**src/rtl/time_set_pkg.sv**
```systemverilog
// Shared definitions for the wall-clock time-setting controller:
// FSM states, BCD limits and capture validity helpers.
package time_set_pkg;

  typedef enum logic [1:0] {
    RUN    = 2'd0,
    SET_H  = 2'd1,
    SET_M  = 2'd2,
    COMMIT = 2'd3
  } state_e;

  localparam logic [3:0] HOUR_MAX     = 4'd12;
  localparam logic [3:0] MIN_TENS_MAX = 4'd5;
  localparam logic [3:0] BCD_MAX      = 4'd9;

  // A 12-hour reading is 01..12 with a proper BCD units digit.
  function automatic logic hour_valid(input logic h1, input logic [3:0] h0);
    logic [4:0] hv;
    hv = (h1 ? 5'd10 : 5'd0) + {1'b0, h0};
    return (h0 <= BCD_MAX) && (hv != 5'd0) && (hv <= {1'b0, HOUR_MAX});
  endfunction

  function automatic logic min_valid(input logic [3:0] m1, input logic [3:0] m0);
    return (m1 <= MIN_TENS_MAX) && (m0 <= BCD_MAX);
  endfunction

endpackage

```
**src/rtl/time_set_ctrl_btn_debounce.sv**
```systemverilog
// Pushbutton front end: two-flop synchronizer, stability counter and
// rising-edge press pulse on the accepted level.
module btn_debounce #(
  parameter int DEBOUNCE_CYCLES = 16
) (
  input  logic clk,
  input  logic clr,
  input  logic btn,
  output logic press
);

  localparam int CW = (DEBOUNCE_CYCLES > 2) ? $clog2(DEBOUNCE_CYCLES) : 1;
  localparam logic [CW-1:0] CNT_LAST = CW'(DEBOUNCE_CYCLES - 1);

  logic          sync1_r;
  logic          sync2_r;
  logic          level_r;
  logic          press_r;
  logic [CW-1:0] cnt_r;

  // Synchronize, then accept a new level only after an unbroken run of samples.
  always_ff @(posedge clk or negedge clr) begin
    if (!clr) begin
      sync1_r <= 1'b0;
      sync2_r <= 1'b0;
      level_r <= 1'b0;
      press_r <= 1'b0;
      cnt_r   <= '0;
    end else begin
      sync1_r <= btn;
      sync2_r <= sync1_r;
      press_r <= 1'b0;
      if (sync2_r == level_r) begin
        cnt_r <= '0;
      end else if (cnt_r == CNT_LAST) begin
        level_r <= sync2_r;
        press_r <= sync2_r;
        cnt_r   <= '0;
      end else begin
        cnt_r <= cnt_r + CW'(1);
      end
    end
  end

  assign press = press_r;

endmodule

```
**src/rtl/time_set_ctrl.sv**
```systemverilog
// Time-setting controller: captures the running time, lets the user step
// hours and minutes, then parallel-loads the counters with one strobe.
module time_set_ctrl
  import time_set_pkg::*;
#(
  parameter int DEBOUNCE_CYCLES = 16
) (
  input  logic       clk,
  input  logic       clr,
  input  logic       btn_mode,
  input  logic       btn_inc,
  input  logic       tick,
  input  logic       qh1,
  input  logic [3:0] qh0,
  input  logic       qpm,
  input  logic [3:0] qm1,
  input  logic [3:0] qm0,
  output logic       dh1,
  output logic [3:0] dh0,
  output logic       dpm,
  output logic [3:0] dm1,
  output logic [3:0] dm0,
  output logic       load_n,
  output logic       sec_clr_n,
  output logic       hold,
  output logic       blank_h,
  output logic       blank_m
);

  logic       mode_p_s, inc_p_s;
  state_e     state_r, state_nxt_s;
  logic       dh1_r, dh1_nxt_s, dpm_r, dpm_nxt_s;
  logic [3:0] dh0_r, dh0_nxt_s, dm1_r, dm1_nxt_s, dm0_r, dm0_nxt_s;
  logic       phase_r, phase_nxt_s;
  logic       hold_r, load_n_r, blank_h_r, blank_m_r;

  btn_debounce #(.DEBOUNCE_CYCLES(DEBOUNCE_CYCLES)) u_db_mode (
    .clk(clk), .clr(clr), .btn(btn_mode), .press(mode_p_s)
  );

  btn_debounce #(.DEBOUNCE_CYCLES(DEBOUNCE_CYCLES)) u_db_inc (
    .clk(clk), .clr(clr), .btn(btn_inc), .press(inc_p_s)
  );

  // Next state and shadow update; MODE outranks INC when both pulse together.
  always_comb begin
    state_nxt_s = state_r;
    dh1_nxt_s   = dh1_r;
    dh0_nxt_s   = dh0_r;
    dpm_nxt_s   = dpm_r;
    dm1_nxt_s   = dm1_r;
    dm0_nxt_s   = dm0_r;
    case (state_r)
      RUN: begin
        if (mode_p_s) begin
          state_nxt_s = SET_H;
          dpm_nxt_s   = qpm;
          if (hour_valid(qh1, qh0)) begin
            dh1_nxt_s = qh1;
            dh0_nxt_s = qh0;
          end else begin
            dh1_nxt_s = 1'b1;
            dh0_nxt_s = 4'd2;
          end
          if (min_valid(qm1, qm0)) begin
            dm1_nxt_s = qm1;
            dm0_nxt_s = qm0;
          end else begin
            dm1_nxt_s = 4'd0;
            dm0_nxt_s = 4'd0;
          end
        end else begin
          state_nxt_s = RUN;
        end
      end
      SET_H: begin
        if (mode_p_s) begin
          state_nxt_s = SET_M;
        end else if (inc_p_s) begin
          if (dh1_r && (dh0_r == 4'd2)) begin
            dh1_nxt_s = 1'b0;
            dh0_nxt_s = 4'd1;
          end else if (dh1_r && (dh0_r == 4'd1)) begin
            dh0_nxt_s = 4'd2;
            dpm_nxt_s = ~dpm_r;
          end else if (!dh1_r && (dh0_r == BCD_MAX)) begin
            dh1_nxt_s = 1'b1;
            dh0_nxt_s = 4'd0;
          end else begin
            dh0_nxt_s = dh0_r + 4'd1;
          end
        end else begin
          state_nxt_s = SET_H;
        end
      end
      SET_M: begin
        if (mode_p_s) begin
          state_nxt_s = COMMIT;
        end else if (inc_p_s) begin
          if (dm0_r == BCD_MAX) begin
            dm0_nxt_s = 4'd0;
            if (dm1_r == MIN_TENS_MAX) begin
              dm1_nxt_s = 4'd0;
            end else begin
              dm1_nxt_s = dm1_r + 4'd1;
            end
          end else begin
            dm0_nxt_s = dm0_r + 4'd1;
          end
        end else begin
          state_nxt_s = SET_M;
        end
      end
      COMMIT:  state_nxt_s = RUN;
      default: state_nxt_s = RUN;
    endcase
  end

  // Blink phase restarts visible on entering a setting state, even over a TICK.
  always_comb begin
    if ((state_nxt_s != state_r) && ((state_nxt_s == SET_H) || (state_nxt_s == SET_M))) begin
      phase_nxt_s = 1'b1;
    end else if (tick) begin
      phase_nxt_s = ~phase_r;
    end else begin
      phase_nxt_s = phase_r;
    end
  end

  // State, shadow time and outputs registered from their next values.
  always_ff @(posedge clk or negedge clr) begin
    if (!clr) begin
      state_r   <= RUN;
      dh1_r     <= 1'b1;
      dh0_r     <= 4'd2;
      dpm_r     <= 1'b0;
      dm1_r     <= 4'd0;
      dm0_r     <= 4'd0;
      phase_r   <= 1'b1;
      hold_r    <= 1'b0;
      load_n_r  <= 1'b1;
      blank_h_r <= 1'b0;
      blank_m_r <= 1'b0;
    end else begin
      state_r   <= state_nxt_s;
      dh1_r     <= dh1_nxt_s;
      dh0_r     <= dh0_nxt_s;
      dpm_r     <= dpm_nxt_s;
      dm1_r     <= dm1_nxt_s;
      dm0_r     <= dm0_nxt_s;
      phase_r   <= phase_nxt_s;
      hold_r    <= (state_nxt_s != RUN);
      load_n_r  <= (state_nxt_s != COMMIT);
      blank_h_r <= (state_nxt_s == SET_H) & ~phase_nxt_s;
      blank_m_r <= (state_nxt_s == SET_M) & ~phase_nxt_s;
    end
  end

  assign dh1       = dh1_r;
  assign dh0       = dh0_r;
  assign dpm       = dpm_r;
  assign dm1       = dm1_r;
  assign dm0       = dm0_r;
  assign load_n    = load_n_r;
  assign sec_clr_n = load_n_r;
  assign hold      = hold_r;
  assign blank_h   = blank_h_r;
  assign blank_m   = blank_m_r;

endmodule
```
**config.mk**
```make
export PLATFORM = sky130hd
export DESIGN_NAME = time_set_ctrl
export DESIGN_NICKNAME = d
export VERILOG_FILES = /design/src/rtl/time_set_pkg.sv /design/src/rtl/time_set_ctrl_btn_debounce.sv /design/src/rtl/time_set_ctrl.sv
export SDC_FILE = /design/constraint.sdc
export NUM_CORES = 1
export LEC_CHECK = 0
export BUFFER_PORTS_ARGS = -buffer_cell sky130_fd_sc_hd__buf_2
export CAP_MARGIN = 20
export CORE_MARGIN = 2
export CORE_UTILIZATION = 30
export CTS_CLUSTER_DIAMETER = 200
export CTS_CLUSTER_SIZE = 14
export DETAILED_ROUTE_END_ITERATION = 8
export GPL_TIMING_DRIVEN = 0
export HOLD_SLACK_MARGIN = 0.12
export PLACE_DENSITY_LB_ADDON = 0.12
export SLEW_MARGIN = 30
export SYNTH_ARGS = -nofsm -noshare
export SYNTH_HDL_FRONTEND = slang
export SYNTH_HIERARCHICAL = 1
export SYNTH_SLANG_ARGS = --single-unit
```
**constraint.sdc**
```tcl
create_clock -name clk -period 1.9 [get_ports clk]
set_clock_uncertainty 0.05 [all_clocks]
set_input_delay 0 -clock clk [delete_from_list [all_inputs] [get_ports clk]]
set_output_delay 0 -clock clk [all_outputs]
set_load 0.01 [all_outputs]
```
Word level (Yosys, flattened, before mapping). Index checks and enable logic that the tools add are counted.

Word-level logic and storage cells: 137. Output and inout bits: 19. Input bits: 19. Register bits after elaboration: 37.

Muxes and demuxes: 52. Bitwise gates (word level): 7. Add/subtract/negate cells: 6. Eq/ne operators: 26. Reductions and logical operators: 21. Order comparisons: 4.

Operators by type and width (count): 2-to-1 mux 4 bit (23); one-hot mux 4 bit (2 select lines) (3); adder 4 x 1 -> 4 bit (second input constant) (5); 2-to-1 mux 1 bit (19); equality test 4 bit (second input constant) (4); != test 2 bit (second input constant) (6); AND reduction 6 bit (2); less-or-equal comparator 4 bit (second input constant) (2); 2-to-1 mux 2 bit (4); one-hot mux 2 bit (4 select lines) (1); AND reduction 4 bit (2); logical AND 1 bit (7); equality test 2 bit (second input constant) (3); != test 2 x 1 -> 1 bit (second input constant) (3); != test 3 bit (second input constant) (2); nonzero test 2 bit (3); adder 4 x 4 -> 5 bit (1); less-or-equal comparator 5 x 4 -> 1 bit (second input constant) (1); inverter 1 bit (5); AND reduction 5 bit (1); nonzero test 5 bit (1); equality test 2 x 1 -> 1 bit (second input constant) (2); equality test 4 x 1 -> 1 bit (second input constant) (1); equality test 4 x 2 -> 1 bit (second input constant) (1); other kinds (10) (14).

Depth between registers and ports, before layout.
Word-level depth: 9. Gate-level depth with buffers: 8. Gate-level depth less buffers: 6.

By module. The synthesis kept the hierarchy.

Modules (own cells, without submodules): time_set_ctrl (area an instance 1490.2 um^2, times used 1, sequential area each 530.5 um^2, cells an instance 163); btn_debounce (area an instance 302.8 um^2, times used 2, sequential area each 200.2 um^2, cells an instance 20).

Least setup slack after synthesis. OpenSTA, ideal clock, no wires.

Path type: reg2reg. From: reg state_r[1]. To: reg blank_h_r (netlist: blank_h). Arrival time: 1658 ps. Stages on the path, launching flop included: 8. Path buffers: 2. Slack: 63 ps. Library setup time: 129 ps. Period minus slack after synthesis: 1837 ps. Data required time: 1721 ps. Cells stage by stage: dfrtp_1 -> buf_6 -> nand2b_1 -> clkbuf_2 -> o21ai_0 -> ha_1 -> o21ai_0 -> nor2_1.

Elaborated cells on any way between the ends: 17. Classes of those cells: eq/ne (6); mux (6); bitwise (2); reduce/logical (3).

RTL lines: start: declaration (line time_set_ctrl.sv:31) `state_e state_r, state_nxt_s;`; start signal: assignment (line time_set_ctrl.sv:145) `state_r <= state_nxt_s;`; equality test 2 bit, or another cell as far along (line time_set_ctrl.sv:53) `case (state_r)`; one-hot mux 2 bit (4 select lines) * (line time_set_ctrl.sv:53); net state_nxt_s[0] (line time_set_ctrl.sv:31); equality test 2 x 1 -> 1 bit / equality test 2 bit (equally long branches) (line time_set_ctrl.sv:121) `if ((state_nxt_s != state_r) && ((state_nxt_s == SET_H) || (state_nxt_s == SET_M))) begin`; logical OR 1 bit (line time_set_ctrl.sv:121); logical AND 1 bit * (line time_set_ctrl.sv:121); 2-to-1 mux 1 bit * (line time_set_ctrl.sv:121); net phase_nxt_s (line time_set_ctrl.sv:34) `logic phase_r, phase_nxt_s;`; inverter 1 bit * (line time_set_ctrl.sv:154) `blank_h_r <= (state_nxt_s == SET_H) & ~phase_nxt_s;`; bitwise AND 1 bit * (line time_set_ctrl.sv:154); end signal: assignment (line time_set_ctrl.sv:154); end: declaration (line time_set_ctrl.sv:35) `logic hold_r, load_n_r, blank_h_r, blank_m_r;`.

The timed path passes the listed nets; every way through them passes the cells marked *. A chain may end at the register's enable or synchronous reset.

Final worst setup path.
From: reg state_r[1]. To: reg dh0_r[3] (netlist: dh0[3]).

Longest elaborated chain between the ends: 3. Elaborated cells on any way between the ends: 8. Classes of those cells: eq/ne (4); mux (1); reduce/logical (3).

Ends and longest elaborated chain: equality test 2 x 1 -> 1 bit / zero test 2 bit (equally long branches) (line time_set_ctrl.sv:53); != test 2 x 1 -> 1 bit (no line), or another cell as far along; AND reduction 4 bit (no line); end signal: assignment (line time_set_ctrl.sv:147) `dh0_r <= dh0_nxt_s;`; end: declaration (line time_set_ctrl.sv:33) `logic [3:0] dh0_r, dh0_nxt_s, dm1_r, dm1_nxt_s, dm0_r, dm0_nxt_s;`.

Several ways; a longest one is shown, not always the timed one.

==> summary.md <==
| Metric | Value |
|---|---|
| Clock transition at the registers of the reported paths | `0.07 ns` |
| Port-buffer cells | `37` |
| PnR Total Power | `1.584 mW` |
| Highest-count cells in the layout ignoring fill and taps | `38 x buf_2, 32 x dfrtp_1, 20 x dlygate4sd3_1` |
| WL/cell | `12.54 um` |
| Crit path max-delay cell type | `or3b_4` |
| Number of standard-cell rows in the floorplan | `30` |
| Worst reg-to-reg setup slack | `0.07 ns` |
| Area grow syn2layout | `30.63%` |
| Proportion of register bits with asynchronous set or reset after synthesis | `1.000` |
| Count of filler cells inserted in the layout | `691` |
| Worst hold-check path type | `input port to flop` |
| Max-cap violation count | `0` |
| Power per cell area | `slightly below 600 nW/um^2` |
| Non-filler instance count after layout | `roughly 370` |
| Startpoint of the most critical register-to-register path | `state_r[1]` |
| #FFs+latches synth | `37` |
| Final ANT Viol Nets | `0` |
| Worst R2R Path Depth | `5` |
| Distinct cell type count after synthesis | `61` |
| Wire length of the first global-routing pass | `7.624 mm` |
| Sink Count | `37` |
| RD Place Congestion | `0.7747` |
| Cell Chain, Critical Path | `buf_6 > or3b_4 > o21a_4 > a221o_1 > a31o_1` |
| Die ar. | `7670 um^2` |
| Final period utilization | `0.9644` |
| Startpoint Class | `flop` |
| Antenna diode instance count | `0` |
| Crit. End Element | `flop` |
| Flip-flop cell with the highest count after synthesis | `dfrtp_1` |
| Setup-violating endpoint count in the final report | `0` |
| Number of antenna violations at the first check in global routing | `0` |
| Netlist area before placement | `between 2000 and 2500 um^2` |
| Multi-input gate area | `1107 um^2` |
| Detailed-placement wirelength estimate | `3.190 mm` |
| Largest area contributor in the synthesized netlist | `dfrtp_1` |
| Largest cells by area after synthesis | `dfrtp_1 39%, ha_1 7.2%, dfstp_2 5.0%, a21oi_1 2.6%, xnor2_1 2.5%` |
| Number of flops mapped to enable cells by yosys | `0` |
| Root buffer cell | `clkbuf_8` |
| Detailed Route WL | `about 4.6 mm` |
| Final design utilization | `0.4029` |
| Detailed-route via count | `1728` |
| Layout cells sized above 1 | `0.2565` |
| Upper clock frequency limit | `545.8 MHz` |
| Vias per std cell | `4.734` |
| Status | `complete, no violations` |
| Most common library cell in the layout ignoring fill and taps | `buf_2` |
| Die height | `87.58 um` |
| Post-synthesis average cell area | `10.32 um^2` |
| Register area | `between 900 and 1000 um^2` |
| WP data required | `2.03 ns` |
| Number of placed instances with taps included | `roughly 340` |
| H-tree levels | `2` |
| First drt pass iteration count | `4` |
| Number of buffers on the longest clock path | `2` |
| Largest net degree at the start of global routing | `38` |
| # IOs | `38` |
| Post-synthesis sequential area ratio | `0.4442` |
| CORE AREA | `6794 um^2` |
| Time the worst path needs with I/O delays and setup | `between 1.5 and 2 ns` |
| Post-layout net count | `between 200 and 300` |
| Starting DRC count in detailed routing | `79` |
| Number of buffers created by CTS | `5` |
| GRT Util Overall | `0.1257` |
| Post-synthesis cell count | `about 200` |
| Static Leakage | `1.210 nW` |
| Peak ir drop on the vdd network | `0.0003460 V` |
| Min-Delay Startpoint | `qh0[2]` |
| Class of the most critical setup path | `flop to flop` |
| Total count of max-transition violations in the final report | `0` |
| Critical-path maximum fanout | `10` |
| Placed Instance Area | `~2400 um^2` |
| Worst-skew pair later-pin latency | `slightly below 0.3 ns` |
| Horizontal die dimension | `between 80 and 90 um` |
| Congestion Overflow GR | `0` |
| R2R Path End | `dh0[3]` |
| Tightest Pin Transition | `roughly 0.53 ns` |
| Number of global-route vias before repair | `approximately 1.6k` |
| Worst hold stages | `4` |
| Setup_tns | `0 ns` |
| Worst Hold End | `dh0[1]` |
| Final Hold Vio Count | `0` |
| Final standard cell area without fillers | `2738 um^2` |
| Data arrival time of the critical path | `1.96 ns` |
| Post-synthesis net count | `between 200 and 250` |
| RSZ-0062 raised after global routing | `true` |
| CTS tree | `built` |
| Initial core utilization | `0.3085` |
| Worst stage delay on the critical path | `0.43 ns` |
| Ys Warns | `6` |
| Synth top area share | `0.3940` |
| Number of DRC violations after detailed routing | `0` |
| Slew margin rel. | `0.6441` |
[power breakdown]
group          internal (mW)  switching (mW)  total [mW]
logic                 0.0945          0.0820       0.176
registers              0.825          0.0218       0.847
clock network          0.260           0.300       0.561
total                   1.18           0.404        1.58
[cell usage after synthesis, types with 2 or more instances]
library cell  number
ha_1              12
dfrtp_1           33
o211ai_1           3
inv_1              9
o21ai_0            6
nor3b_1            4
mux2_4             2
nand4_1            2
xor2_1             2
nor2b_1            6
nand3_1            6
buf_4              2
o21a_1             3
a21o_1             4
nor3_1             3
o22ai_1            2
a21oi_1           11
dfstp_2            4
a221oi_1           3
xnor2_1            6
a311oi_1           3
and2b_1            2
clkbuf_1           2
nand3_2            2
nor2_1            13
nand2b_1           7
a31oi_1            5
nand2_1           13
[flip-flops by register name, indices dropped and copies added, names as in the netlist, 2 cells and up]
signal,flops
dm0,4
u_db_inc/cnt_r,4
dm1,4
state_r,2
u_db_mode/cnt_r,4
dh0,4
[worst max-delay path by stage]
stage,from,to,slack (ns)
2_1_floorplan,state_r[1],blank_h,0.06
6_report,state_r[1],dh0[3],0.07
3_3_place_gp,state_r[1],blank_h,-0.27
5_1_grt,dh0[1],dh0[3],-0.01
3_5_place_dp,state_r[1],blank_h,-0.27
4_1_cts,state_r[0],blank_h,0.04
[cell type report]
class,count,area share
clock inverter,3,0.008227
buffer,6,0.01463
multi-input combinational,150,0.4045
tap,96,0.04388
sequential,37,0.3405
clock buffer,5,0.02514
timing repair buffer,59,0.1508
inverter,9,0.01234
[routing by layer]
metal / track usage / share of wire / vias to the layer above / wire [um]
met4: 0.02517 / 0.0042 / 0 / 19
li1: - / - / 876 / -
met2: 0.2011 / 0.48 / 25 / 2192
met1: 0.1720 / 0.48 / 825 / 2215
met3: 0.03487 / 0.032 / 2 / 148
met5: 0 / 0 / - / 0
[worst max-delay path: cells and delay by family (launching register included)]
family / cells / cell delay, ns
AOI/OAI and AO/OA: 3 / 0.72
and+or+nand+nor: 1 / 0.43
DFF: 1 / 0.39
buffers and inverters: 1 / 0.14
[kinds of logic after synthesis]
kind of cell,synth area share
xor gates and xnor gates,0.03343
AOI/OAI and AO/OA,0.1964
muxes,0.01911
buffers and inverters,0.03701
and+or+nand+nor,0.1982
DFF,0.4442
adders and majority gates,0.07164
[per-stage QoR]
| stage | setup slack, ns | hold slack (ns) |
|---|---|---|
| final | 0.06767 | 0.2782 |
| after global routing | -0.01213 | 0.2817 |
| after CTS | 0.04431 | 0.2713 |
| after detailed placement | -0.2724 | 0.05931 |
| after global placement | -0.2714 | 0.05772 |
| after floorplan | 0.06298 | -0.3456 |
[timing repair]
item / 4_1_cts / 5_1_grt
pin swaps: 0 / 0
hold buffers: 19 / 1
resized for setup: 3 / 5
setup endpoints to repair: 3 / 9
endpoints found under the hold margin: 51 / 7
setup buffers: 0 / 1
(Power assumes the default switching activity.)
